## config.mk

```make
export PLATFORM = sky130hd
export DESIGN_NAME = led_pattern_seq
export DESIGN_NICKNAME = d
export VERILOG_FILES = /design/src/rtl/led_pattern_pkg.sv /design/src/rtl/pwm_gen.sv /design/src/rtl/led_pattern_seq.sv
export SDC_FILE = /design/constraint.sdc
export NUM_CORES = 1
export LEC_CHECK = 0
export ABC_CLOCK_PERIOD_IN_PS = 3720
export CAP_MARGIN = 30
export CORE_ASPECT_RATIO = 0.6
export CORE_MARGIN = 10
export CORE_UTILIZATION = 52
export CTS_CLUSTER_SIZE = 8
export DETAILED_ROUTE_END_ITERATION = 8
export PLACE_DENSITY = 0.75
export RECOVER_POWER = 100
export SETUP_SLACK_MARGIN = 0.2
export SYNTH_ARGS = -nofsm -noshare
export SYNTH_HDL_FRONTEND = slang
export SYNTH_HIERARCHICAL = 1
export SYNTH_SLANG_ARGS = --single-unit
```

## constraint.sdc

```tcl
create_clock -name clk -period 3.72 [get_ports clk]
set_input_delay 0.744 -clock clk [delete_from_list [all_inputs] [get_ports clk]]
set_output_delay 0.744 -clock clk [all_outputs]
set_load 0.005 [all_outputs]
```

## src/rtl/led_pattern_pkg.sv

```systemverilog
// Shared mode encoding and step end points for the Fipsy five-LED pattern sequencer.
package led_pattern_pkg;

  typedef enum logic [1:0] {
    MODE_BIN     = 2'd0,
    MODE_SCAN    = 2'd1,
    MODE_BAR     = 2'd2,
    MODE_BREATHE = 2'd3
  } mode_e;

  localparam logic [4:0] BIN_MAX  = 5'd31;
  localparam logic [4:0] SCAN_MAX = 5'd4;
  localparam logic [4:0] BAR_MAX  = 5'd5;

  localparam int PWM_BITS_DEFAULT = 4;

endpackage

```

## src/rtl/pwm_gen.sv

```systemverilog
// Free-running PWM counter with a "counter below level" comparator.
module pwm_gen #(
  parameter int PWM_BITS = 4
) (
  input  logic                clk,
  input  logic                rst,
  input  logic [PWM_BITS-1:0] level,
  output logic                on
);

  logic [PWM_BITS-1:0] cnt_q;
  logic [PWM_BITS-1:0] cnt_d;

  assign cnt_d = cnt_q + 1'b1;

  always_ff @(posedge clk) begin
    if (rst) begin
      cnt_q <= '0;
    end else begin
      cnt_q <= cnt_d;
    end
  end

  assign on = (cnt_q < level);

endmodule

```

## src/rtl/led_pattern_seq.sv

```systemverilog
// Five-LED pattern sequencer: BIN count, SCAN, BAR graph and PWM BREATHE,
// stepping once per unpaused tick; led[0] drives PIN20.
module led_pattern_seq
  import led_pattern_pkg::*;
#(
  parameter int PWM_BITS = PWM_BITS_DEFAULT
) (
  input  logic       clk,
  input  logic       rst,
  input  logic       tick,
  input  logic       pause,
  input  logic [1:0] mode,
  output logic [0:4] led
);

  localparam logic [4:0] BREATHE_MAX = 5'((1 << PWM_BITS) - 1);

  mode_e      cur_mode_q, cur_mode_d;
  logic [4:0] step_q, step_d;
  logic       dir_q, dir_d;
  logic [0:4] led_q, led_d;
  logic [4:0] mode_max;
  logic       adv;
  logic       pwm_on;

  function automatic logic [4:0] step_max(input mode_e m);
    case (m)
      MODE_BIN:  return BIN_MAX;
      MODE_SCAN: return SCAN_MAX;
      MODE_BAR:  return BAR_MAX;
      default:   return BREATHE_MAX;
    endcase
  endfunction

  assign adv      = tick & ~pause;
  assign mode_max = step_max(cur_mode_q);

  always_comb begin
    cur_mode_d = cur_mode_q;
    step_d     = step_q;
    dir_d      = dir_q;
    if (adv) begin
      if (mode_e'(mode) != cur_mode_q) begin
        cur_mode_d = mode_e'(mode);
        step_d     = '0;
        dir_d      = 1'b0;
      end else if (step_q > mode_max) begin
        // Corrupted step (e.g. upset): restart the pattern cleanly.
        step_d = '0;
        dir_d  = 1'b0;
      end else if (cur_mode_q == MODE_BIN) begin
        step_d = step_q + 5'd1;
      end else if (!dir_q) begin
        if (step_q == mode_max) begin
          dir_d  = 1'b1;
          step_d = step_q - 5'd1;
        end else begin
          step_d = step_q + 5'd1;
        end
      end else begin
        if (step_q == 5'd0) begin
          dir_d  = 1'b0;
          step_d = 5'd1;
        end else begin
          step_d = step_q - 5'd1;
        end
      end
    end
  end

  pwm_gen #(
    .PWM_BITS(PWM_BITS)
  ) u_pwm_gen (
    .clk  (clk),
    .rst  (rst),
    .level(step_d[PWM_BITS-1:0]),
    .on   (pwm_on)
  );

  // led is declared [0:4], so the leftmost literal bit lands on led[0].
  always_comb begin
    led_d = '0;
    case (cur_mode_d)
      MODE_BIN:  led_d = step_d;
      MODE_SCAN: led_d = 5'b10000 >> step_d;
      MODE_BAR:  led_d = ~(5'b11111 >> step_d);
      default:   led_d = {5{pwm_on}};
    endcase
  end

  always_ff @(posedge clk) begin
    if (rst) begin
      cur_mode_q <= MODE_BIN;
      step_q     <= '0;
      dir_q      <= 1'b0;
      led_q      <= '0;
    end else begin
      cur_mode_q <= cur_mode_d;
      step_q     <= step_d;
      dir_q      <= dir_d;
      led_q      <= led_d;
    end
  end

  assign led = led_q;

endmodule

```

==> run summary, run 1 <==
Run status
- **result of the run** finished clean

Finish
- **utilization after layout** 71.3%
- **number of diodes** 0
- **area growth from synthesis to layout** 25.4%
- **area occupied by registers** 348 um2
- **multi-input logic area** 0.00115 mm2
- **Nets** 222
- **share of post-route cells with drive strength above 1** 24.9%
- **number of fillers in the final layout** 204

Worst setup path
- **startpoint types** flip-flop
- **Setup Crit Path Kind** flip-flop to flip-flop
- **CP arrival** 3740 ps
- **Critical Path RT** 3870 ps
- **Setup crit end kind** flip-flop
- **Worst Path Max Fanout** 7

Synth
- **fraction of synthesized area in multiplexers** 3.12%
- **share of synthesized registers carrying an async set or reset** 0%
- **synthesized instance count** 180
- **nets in the synthesized netlist** 196
- **number of different library cells in the post-synthesis netlist** 62
- **dominant synthesized flop cell** sky130_fd_sc_hd__dfxtp_1
- **largest family of logic cells by synthesized area** compound AO/OA/AOI/OAI gates
- **average size of a mapped cell** 8.24 um2
- **count of flip-flops with a built-in enable after synthesis** 0
- **Syn. warnings** 6
- **xor-xnor portion of the synthesized cell area** 4.13%
- **adder-cell share of the synthesized area** 8.43%
- **Cell Area, Synth** 0.00148 mm2
- **proportion of synthesized chip area in sequential cells** 22.9%
- **synthesized-area fraction occupied by ao, oa, aoi and oai cells** 28.5%
- **number of register bits inferred by synthesis** 17
- **synthesized-area fraction occupied by and/or/nand/nor cells** 27.5%

GRT
- **global routing met3 resource utilization** 3.56%
- **met2 Resource Use GR** 21.2%
- **number of global-route vias before repair** 1306
- **number of antenna violations at the first check in global routing** 0
- **met1 Use GR** 21.8%
- **overflow left after global routing** 0
- **routing layer with the top usage in global route** met1
- **global router's overall resource usage** 15.0%
- **pin count of the biggest net entering global routing** 16
- **first-pass GRT wire length** 6.43 mm

Placed design
- **gpl congestion** 0.947
- **number of buffers added on ports** 10
- **HPWL Detailed** 3.04 mm

Clock network
- **number of buffers added by the clock tree synthesis step** 3
- **sinks on the clock net** 17
- **Root Buffer** sky130_fd_sc_hd__clkbuf_8
- **TritonCTS clock tree** built
- **Reg clk slew, reported paths** 70 ps
- **Longest Clk Path Bufs** 2
- **latest clock arrival within the worst-skew pair** 260 ps
- **deepest level of the CTS H-tree** 1

Route
- **wire length per cell after detailed routing** 18.6 um
- **Pre-Repair DR Iteration Count** 4
- **DR vias/cell** 6.19
- **final wirelength** 4.41 mm
- **Remaining DRCs** 0
- **remaining antenna violation count** 0
- **Initial DRC Count** 162
- **vias after detailed routing** 1468

Die
- **overall die width** 89.0 um
- **Die Y-Extent** 61.4 um
- **starting density of the core** 56.9%
- **std cell rows** 14
- **total core area** 0.00261 mm2
- **area enclosed by the die boundary** 0.00546 mm2
- **number of primary I/O pins** 11

Power and ir drop
- **proportion of power drawn by the clock network** 30.1%
- **Combinational Power Share** 28.8%
- **internal power** 0.000330 W
- **switching power** 0.000148 W
- **peak supply drop** 0.167 mV
- **P_leak** 0.747 nW
- **share of total power consumed by net switching** 31.0%
- **sequential fraction of design power** 41.1%
- **P per Cell Area** 257 mW/mm2

Hold path
- **path category of the worst min-delay check** flip-flop to flip-flop

Timing
- **Max-slew headroom** 56.5%
- **achievable frequency** 279 MHz
- **slew at the pin with the worst max-slew slack** 634 ps
- **Max Slew Vio Count** 0
- **unrepaired setup endpoints after global routing** true
- **final setup vio count** 0
- **min cycle time layout** 3590 ps
- **post-route worst hold slack** 482 ps
- **Period Utilization, post-route** 96.5%
- **largest clock skew in the final design** 2.40 ps
- **endpoints failing hold** 0

Job
- **number of max-capacitance violations reported** 0

cell usage in the layout, fill, tap and decap left out, types with 2 or more instances in the layout:
cell type | Yosys | layout
sky130_fd_sc_hd__nor2_1 | 23 | 21
sky130_fd_sc_hd__nand2_1 | 18 | 16
sky130_fd_sc_hd__dfxtp_1 | 17 | 15
sky130_fd_sc_hd__buf_4 | 2 | 14
sky130_fd_sc_hd__inv_1 | 14 | 10
sky130_fd_sc_hd__a21oi_1 | 11 | 9
sky130_fd_sc_hd__dlygate4sd3_1 | 0 | 7
sky130_fd_sc_hd__nand3_1 | 6 | 6
sky130_fd_sc_hd__ha_1 | 10 | 6
sky130_fd_sc_hd__nand2b_1 | 4 | 4
sky130_fd_sc_hd__xnor2_1 | 4 | 4
sky130_fd_sc_hd__o211ai_1 | 4 | 4
sky130_fd_sc_hd__ha_4 | 0 | 4
sky130_fd_sc_hd__inv_4 | 0 | 3
sky130_fd_sc_hd__a21oi_2 | 1 | 3
sky130_fd_sc_hd__nand4_1 | 3 | 3
sky130_fd_sc_hd__xor2_1 | 3 | 3
sky130_fd_sc_hd__clkbuf_8 | 0 | 3
sky130_fd_sc_hd__clkdlybuf4s50_1 | 0 | 3
sky130_fd_sc_hd__and3_1 | 2 | 2
sky130_fd_sc_hd__nor2b_1 | 2 | 2
sky130_fd_sc_hd__o21ai_1 | 2 | 2
sky130_fd_sc_hd__o211a_1 | 2 | 2
sky130_fd_sc_hd__mux2i_1 | 1 | 2
sky130_fd_sc_hd__a32o_1 | 2 | 2
sky130_fd_sc_hd__nor3_1 | 2 | 2
sky130_fd_sc_hd__and2_1 | 2 | 2
sky130_fd_sc_hd__o21a_1 | 2 | 2
sky130_fd_sc_hd__mux2_2 | 2 | 2
sky130_fd_sc_hd__nand2_2 | 0 | 2
sky130_fd_sc_hd__a2111oi_4 | 1 | 2
sky130_fd_sc_hd__dfxtp_4 | 0 | 2
sky130_fd_sc_hd__clkbuf_1 | 2 | 2
power groups by stage:
stage                     Combinational, W  Clock, W  Sequential (W)
after floorplan                  0.0000777         0        0.000199
after global placement            0.000109         0        0.000200
after detailed placement          0.000112         0        0.000200
after CTS                         0.000116  0.000148        0.000196
after global routing              0.000147  0.000155        0.000198
final                             0.000137  0.000144        0.000196
synth_stat cells, types with 3 or more instances:
library cell / count / area, um2
sky130_fd_sc_hd__inv_1: 14 / 52.6
sky130_fd_sc_hd__o211ai_1: 4 / 30.0
sky130_fd_sc_hd__nand4_1: 3 / 18.8
sky130_fd_sc_hd__dfxtp_1: 17 / 340
sky130_fd_sc_hd__nor2_1: 23 / 86.3
sky130_fd_sc_hd__nand2_1: 18 / 67.6
sky130_fd_sc_hd__nand3_1: 6 / 30.0
sky130_fd_sc_hd__nand2b_1: 4 / 25.0
sky130_fd_sc_hd__xor2_1: 3 / 26.3
sky130_fd_sc_hd__ha_1: 10 / 125
sky130_fd_sc_hd__a21oi_1: 11 / 55.1
sky130_fd_sc_hd__xnor2_1: 4 / 35.0
flip-flops by register name, indices dropped and copies added (netlist names):
name and flops:
cur_mode_q 2, dir_q 1, led 5, step_q 5
u_pwm_gen/cnt_q 4
worst max-delay path: stages (launching register included):
cell and delay [ps]:
sky130_fd_sc_hd__dfxtp_4 370, sky130_fd_sc_hd__inv_4 60, sky130_fd_sc_hd__ha_4 150, sky130_fd_sc_hd__inv_4 40, sky130_fd_sc_hd__ha_4 260, sky130_fd_sc_hd__buf_4 100, sky130_fd_sc_hd__nand2_1 60, sky130_fd_sc_hd__a211o_1 350
sky130_fd_sc_hd__a2bb2oi_4 280, sky130_fd_sc_hd__o21ai_2 140, sky130_fd_sc_hd__and2_1 220, sky130_fd_sc_hd__inv_1 60, sky130_fd_sc_hd__ha_1 230, sky130_fd_sc_hd__a2111oi_4 70, sky130_fd_sc_hd__or3_4 400, sky130_fd_sc_hd__nand2_2 120
sky130_fd_sc_hd__nor2_4 40, sky130_fd_sc_hd__a21oi_2 100, sky130_fd_sc_hd__a21bo_1 200, sky130_fd_sc_hd__a32o_1 210
layout make-up:
cell class | count | share of cell area (%)
repair buffers | 26 | 11.4
clock inverters | 1 | 0.269
clock buffers | 3 | 2.22
flip-flops and latches | 17 | 18.7
well taps | 32 | 2.15
multi-input cells | 144 | 62.0
inverters | 14 | 3.23
metal layers:
metal | routed length (um) | vias to the layer above
met5 | 0 | -
li1 | - | 709
met4 | 63 | 0
met2 | 1840 | 74
met1 | 2020 | 678
met3 | 488 | 7
worst paths after layout:
| path | slack (ps) | cells after the start | end | startpoint |
|---|---|---|---|---|
| setup / recovery | 130 | 19 | led[4]$_SDFF_PP0_ | cur_mode_q[0]$_SDFF_PP0_ |
| hold / removal | 480 | 1 | u_pwm_gen/cnt_q[0]$_SDFF_PP0_ | u_pwm_gen/cnt_q[0]$_SDFF_PP0_ |
| setup reg to reg | 130 | 19 | led[4]$_SDFF_PP0_ | cur_mode_q[0]$_SDFF_PP0_ |
| hold reg to reg | 480 | 1 | u_pwm_gen/cnt_q[0]$_SDFF_PP0_ | u_pwm_gen/cnt_q[0]$_SDFF_PP0_ |
cell families (layout without fill, tap and decap cells):
| group | Yosys count | count (layout) |
|---|---|---|
| simple gates | 77 | 77 |
| mux | 4 | 4 |
| flops | 17 | 17 |
| buf+inv | 19 | 44 |
| fa+ha+maj | 10 | 10 |
| compound gates | 46 | 46 |
| xor+xnor | 7 | 7 |
stage by stage:
step | area [um2] | power (W) | setup slack (ps) | std cells | setup TNS, ps
after detailed placement | 1680 | 0.000312 | -32.0 | 225 | -32.0
after global placement | 1680 | 0.000309 | 66.9 | 225 | 0
after floorplan | 1510 | 0.000276 | 203 | 180 | 0
after CTS | 1760 | 0.000461 | 224 | 231 | 0
after global routing | 1860 | 0.000500 | 18.6 | 237 | 0
final | 1860 | 0.000478 | 130 | 237 | 0
repair_timing:
| action | in CTS | in global routing |
|---|---|---|
| setup buffers | 2 | 6 |
| hold buffers | 0 | 0 |
| pin swaps | 4 | 11 |
| gates resized for setup | 5 | 18 |
| setup endpoints to repair | 2 | 4 |
No activity file was read; power rests on OpenSTA's default activity.
==> run 2, diff against run 1 <==
MAX_ROUTING_LAYER = met4   (was not set)
==> run summary, run 2 (synthesized netlist as in run 1, its figures left out) <==
Worst setup path
- **worst reg-to-reg path cell count** 19
- **most used cell, CP** sky130_fd_sc_hd__ha_4
- **crit path max-delay cell type** sky130_fd_sc_hd__or3_4
- **Setup crit end kind** flip-flop
- **Critical Path RT** 3870 ps
- **ordered cell list for the critical path** inv_4 -> ha_4 -> inv_4 -> ha_4 -> and4b_1 -> o21ai_1 -> a221o_1 -> a211oi_4 -> nor2_1 -> inv_1 -> inv_2 -> ha_4 -> a2111oi_4 -> or3_4 -> nand2_4 -> nor2_4 -> a21oi_2 -> a21bo_1 -> a32o_1
- **Setup Crit Path Kind** flip-flop to flip-flop
- **count of buffer and inverter cells on the critical path** 4
- **category of cells accounting for the largest share of critical-path delay** compound AO/OA/AOI/OAI gates
- **startpoint types** flip-flop
- **slack of the worst reg-to-reg path** 140 ps
- **CP arrival** 3730 ps
- **FF-to-FF Start** cur_mode_q[0]$_SDFF_PP0_
- **reg-to-reg endpoint** led[4]$_SDFF_PP0_
- **Worst Path Max Fanout** 4
- **Critical Path Max Stage Delay** 420 ps

Hold path
- **WHS Endpoint** u_pwm_gen/cnt_q[0]$_SDFF_PP0_
- **depth of the worst hold-timing path** 1
- **path category of the worst min-delay check** flip-flop to flip-flop
- **worst min-delay path startpoint** u_pwm_gen/cnt_q[0]$_SDFF_PP0_

Die
- **Die Y-Extent** 61.4 um
- **overall die width** 89.0 um
- **starting density of the core** 56.9%
- **number of primary I/O pins** 11
- **std cell rows** 14
- **area enclosed by the die boundary** 0.00546 mm2
- **total core area** 0.00261 mm2

Clock network
- **Longest Clk Path Bufs** 2
- **TritonCTS clock tree** built
- **deepest level of the CTS H-tree** 1
- **latest clock arrival within the worst-skew pair** 260 ps
- **Root Buffer** sky130_fd_sc_hd__clkbuf_8
- **Reg clk slew, reported paths** 60 ps
- **number of buffers added by the clock tree synthesis step** 3
- **sinks on the clock net** 17

Finish
- **Nets** 224
- **area growth from synthesis to layout** 27.6%
- **utilization after layout** 72.5%
- **share of post-route cells with drive strength above 1** 24.6%
- **most used cells in the layout excluding fill and tap cells** sky130_fd_sc_hd__nor2_1, sky130_fd_sc_hd__nand2_1, sky130_fd_sc_hd__buf_4, sky130_fd_sc_hd__dfxtp_1
- **final std cells w/o fill** 239
- **number of diodes** 0
- **commonest non-fill, non-tap cell in the layout** sky130_fd_sc_hd__nor2_1

Placed design
- **total placed cells including tap cells** 225
- **HPWL Detailed** 3.24 mm
- **number of buffers added on ports** 10
- **gpl congestion** 0.963

Route
- **Remaining DRCs** 0
- **Pre-Repair DR Iteration Count** 5
- **DR vias/cell** 6.49
- **remaining antenna violation count** 0
- **final wirelength** 4.50 mm
- **Initial DRC Count** 124
- **wire length per cell after detailed routing** 18.8 um
- **vias after detailed routing** 1550

Timing
- **Period Utilization, post-route** 96.3%
- **slew at the pin with the worst max-slew slack** 618 ps
- **final setup vio count** 0
- **min cycle time layout** 3580 ps
- **unrepaired setup endpoints after global routing** true
- **Max-slew headroom** 57.6%
- **endpoints failing hold** 0
- **Max Slew Vio Count** 0
- **achievable frequency** 279 MHz
- **setup tns final** 0 ps
- **post-route worst hold slack** 467 ps
- **largest clock skew in the final design** 2.26 ps

Power and ir drop
- **P per Cell Area** 257 mW/mm2
- **peak supply drop** 0.151 mV
- **P_leak** 0.778 nW

GRT
- **pin count of the biggest net entering global routing** 16
- **first-pass GRT wire length** 6.73 mm
- **number of global-route vias before repair** 1401
- **number of antenna violations at the first check in global routing** 0
- **global router's overall resource usage** 16.3%
- **overflow left after global routing** 0

Job
- **number of max-capacitance violations reported** 0

Run status
- **result of the run** finished clean

[run 2: cell count changes in the layout (fill, tap and decap cells not counted), sizes merged]
cell / previous run / this run
dlygate4sd2: 0 / 2
buf: 14 / 17
clkbuf: 5 / 4
clkdlybuf4s50: 3 / 1
[run 2: worst max path at each step]
stage / to / slack, ps / start / cells past startpoint
2_1_floorplan: led[4]$_SDFF_PP0_ / 200 / cur_mode_q[1]$_SDFF_PP0_ / 19
6_report: led[4]$_SDFF_PP0_ / 140 / cur_mode_q[0]$_SDFF_PP0_ / 19
4_1_cts: led[4]$_SDFF_PP0_ / 220 / cur_mode_q[0]$_SDFF_PP0_ / 19
3_5_place_dp: led[4]$_SDFF_PP0_ / -20 / mode[0] / 16
5_1_grt: led[4]$_SDFF_PP0_ / 10 / cur_mode_q[0]$_SDFF_PP0_ / 19
3_3_place_gp: led[4]$_SDFF_PP0_ / 70 / mode[0] / 16
[run 2: routing by layer]
metal,global-route usage [%],part of all wire (%),wire length [um]
met5,-,0,0
met4,4.50,2.5,112
met3,6.59,11,494
met2,23.7,43,1910
met1,20.3,44,1980
[run 2: worst register-to-register path, stage by stage (launching register included)]
cell and delay [ps]:
sky130_fd_sc_hd__dfxtp_4 370, sky130_fd_sc_hd__inv_4 70, sky130_fd_sc_hd__ha_4 160, sky130_fd_sc_hd__inv_4 50, sky130_fd_sc_hd__ha_4 270, sky130_fd_sc_hd__and4b_1 190, sky130_fd_sc_hd__o21ai_1 100, sky130_fd_sc_hd__a221o_1 350
sky130_fd_sc_hd__a211oi_4 290, sky130_fd_sc_hd__nor2_1 80, sky130_fd_sc_hd__inv_1 80, sky130_fd_sc_hd__inv_2 50, sky130_fd_sc_hd__ha_4 270, sky130_fd_sc_hd__a2111oi_4 60, sky130_fd_sc_hd__or3_4 420, sky130_fd_sc_hd__nand2_4 90
sky130_fd_sc_hd__nor2_4 40, sky130_fd_sc_hd__a21oi_2 110, sky130_fd_sc_hd__a21bo_1 210, sky130_fd_sc_hd__a32o_1 220
[run 2: per-stage QoR]
stage / total power (W) / setup WS, ps / area, um2
floorplan: 0.000276 / 203 / 1510
global placement: 0.000309 / 67.7 / 1680
detailed placement: 0.000314 / -21.8 / 1680
CTS: 0.000462 / 217 / 1790
global route: 0.000507 / 13.0 / 1890
finish: 0.000486 / 136 / 1890
[run 2: cell type report]
cell class,instances,area [um2]
Sequential cell,17,348
Timing Repair Buffer,28,241
Fill cell,203,717
Inverter,14,60.1
Clock buffer,3,41.3
Clock inverter,1,5.00
Tap cell,32,40.0
Multi-Input combinational cell,144,1160
[run 2: report_power, final]
part / switching, W / internal (W) / leakage [nW] / total [W]
sequential: 0.00000773 / 0.000189 / 0.140 / 0.000197
combinational: 0.0000757 / 0.0000760 / 0.613 / 0.000152
clock: 0.0000632 / 0.0000744 / 0.0255 / 0.000138
[run 2: timing repair]
| item | in CTS | in global routing |
|---|---|---|
| resized for setup | 9 | 15 |
| buffers inserted | 4 | 6 |
| gates cloned | 0 | 0 |
| setup endpoints to repair | 3 | 4 |
| hold buffers | 0 | 0 |
| pin swaps | 6 | 12 |
==> run 3, diff against run 2 <==
CTS_BUF_LIST = sky130_fd_sc_hd__clkbuf_2   (was not set)
SKIP_LAST_GASP = 1   (was not set)
==> run summary, run 3 (synthesized netlist as in run 1, its figures left out) <==
Die
- **starting density of the core** 56.9%
- **std cell rows** 14
- **area enclosed by the die boundary** 0.00546 mm2
- **number of primary I/O pins** 11
- **total core area** 0.00261 mm2
- **Die Y-Extent** 61.4 um
- **overall die width** 89.0 um

Route
- **wire length per cell after detailed routing** 18.3 um
- **remaining antenna violation count** 0
- **DRT met1 WL** 1.95 mm
- **final wirelength** 4.40 mm
- **Initial DRC Count** 177
- **vias after detailed routing** 1540
- **Remaining DRCs** 0
- **Detail Route met2 WL** 1.92 mm
- **highest routing layer actually used** met4
- **detailed route wirelength on metal3** 479 um
- **DR vias/cell** 6.42
- **Pre-Repair DR Iteration Count** 5

Clock network
- **latest clock arrival within the worst-skew pair** 310 ps
- **hold buffers post-CTS** 0
- **Root Buffer** sky130_fd_sc_hd__clkbuf_2
- **deepest level of the CTS H-tree** 1
- **Longest Clk Path Bufs** 2
- **sinks on the clock net** 17
- **TritonCTS clock tree** built
- **number of buffers added by the clock tree synthesis step** 3
- **Reg clk slew, reported paths** 160 ps

Worst setup path
- **Worst Path Max Fanout** 5
- **Setup crit end kind** flip-flop
- **ordered cell list for the critical path** inv_2 -> ha_4 -> or3b_1 -> a211o_1 -> a2bb2oi_4 -> o21ai_2 -> and2_1 -> inv_1 -> ha_1 -> a2111oi_4 -> or3_4 -> nand2_4 -> nor2_4 -> a21oi_2 -> a21bo_1 -> a32o_1
- **Critical Path RT** 3940 ps
- **Setup Crit Path Kind** flip-flop to flip-flop
- **FF-to-FF Start** cur_mode_q[1]$_SDFF_PP0_
- **CP arrival** 3830 ps
- **Critical Path Max Stage Delay** 410 ps
- **startpoint types** flip-flop
- **count of buffer and inverter cells on the critical path** 2
- **slack of the worst reg-to-reg path** 110 ps
- **crit path max-delay cell type** sky130_fd_sc_hd__or3_4
- **worst reg-to-reg path cell count** 16
- **reg-to-reg endpoint** led[4]$_SDFF_PP0_
- **category of cells accounting for the largest share of critical-path delay** compound AO/OA/AOI/OAI gates

GRT
- **number of global-route vias before repair** 1376
- **overflow left after global routing** 0
- **global router's overall resource usage** 15.9%
- **pin count of the biggest net entering global routing** 16
- **number of antenna violations at the first check in global routing** 0
- **first-pass GRT wire length** 6.62 mm

Hold path
- **path category of the worst min-delay check** flip-flop to flip-flop
- **worst min-delay path startpoint** u_pwm_gen/cnt_q[0]$_SDFF_PP0_
- **depth of the worst hold-timing path** 1
- **WHS Endpoint** u_pwm_gen/cnt_q[0]$_SDFF_PP0_

Timing
- **final setup vio count** 0
- **achievable frequency** 277 MHz
- **setup tns final** 0 ps
- **largest clock skew in the final design** 10.0 ps
- **Max Slew Vio Count** 0
- **unrepaired setup endpoints after global routing** true
- **post-route worst hold slack** 496 ps
- **endpoints failing hold** 0
- **Period Utilization, post-route** 97.0%
- **min cycle time layout** 3610 ps
- **slew at the pin with the worst max-slew slack** 651 ps
- **Max-slew headroom** 55.3%

Power and ir drop
- **peak supply drop** 0.145 mV
- **P per Cell Area** 230 mW/mm2
- **P_leak** 0.762 nW

Finish
- **Nets** 225
- **share of post-route cells with drive strength above 1** 25.0%
- **most used cells in the layout excluding fill and tap cells** sky130_fd_sc_hd__nor2_1, sky130_fd_sc_hd__nand2_1, sky130_fd_sc_hd__dfxtp_1, sky130_fd_sc_hd__buf_4, sky130_fd_sc_hd__inv_1
- **post-route standard cell area excluding fillers** 0.00188 mm2
- **final std cells w/o fill** 240
- **area growth from synthesis to layout** 26.5%
- **number of diodes** 0
- **commonest non-fill, non-tap cell in the layout** sky130_fd_sc_hd__nor2_1

Placed design
- **number of buffers added on ports** 10
- **placement-stage cell area** 0.00168 mm2
- **total placed cells including tap cells** 225
- **gpl congestion** 0.963
- **HPWL Detailed** 3.24 mm

Run status
- **result of the run** finished clean

Job
- **number of max-capacitance violations reported** 0

[run 3: metal layers]
metal | up-vias | track usage [%]
li1 | 712 | -
met1 | 714 | 20.9
met2 | 102 | 23.3
met3 | 12 | 5.27
met5 | - | -
met4 | 0 | 2.93
[run 3: per-stage QoR]
step	total power, W	setup WS (ps)	utilization, %
2_1_floorplan	0.000276	203	-
3_3_place_gp	0.000309	67.7	64.4
3_5_place_dp	0.000314	-21.8	64.4
4_1_cts	0.000409	201	67.7
5_1_grt	0.000454	2.54	71.9
6_report	0.000432	111	71.9
[run 3: cell type report]
class | instances | area, um2
inverters | 14 | 57.6
fillers | 208 | 733
clock buffers | 3 | 15.0
well taps | 32 | 40.0
clock inverters | 1 | 5.00
multi-input cells | 144 | 1170
repair buffers | 29 | 248
flip-flops and latches | 17 | 344
[run 3: worst max-delay path by stage]
stage | startpoint | cells after the start | end
after floorplan | cur_mode_q[1]$_SDFF_PP0_ | 19 | led[4]$_SDFF_PP0_
after global routing | cur_mode_q[1]$_SDFF_PP0_ | 19 | led[4]$_SDFF_PP0_
after detailed placement | mode[0] | 16 | led[4]$_SDFF_PP0_
after CTS | cur_mode_q[0]$_SDFF_PP0_ | 19 | led[4]$_SDFF_PP0_
final | cur_mode_q[1]$_SDFF_PP0_ | 16 | led[4]$_SDFF_PP0_
after global placement | mode[0] | 16 | led[4]$_SDFF_PP0_
[run 3: where the power goes]
group	switching, W	internal, W
Sequential	0.00000727	0.000190
Combinational	0.0000759	0.0000767
Clock	0.0000586	0.0000243
[run 3: what timing repair did]
item / in CTS / in global routing
buffers inserted: 5 / 6
pin swaps: 4 / 13
endpoints found under the setup margin: 4 / 5
gates resized for setup: 5 / 16
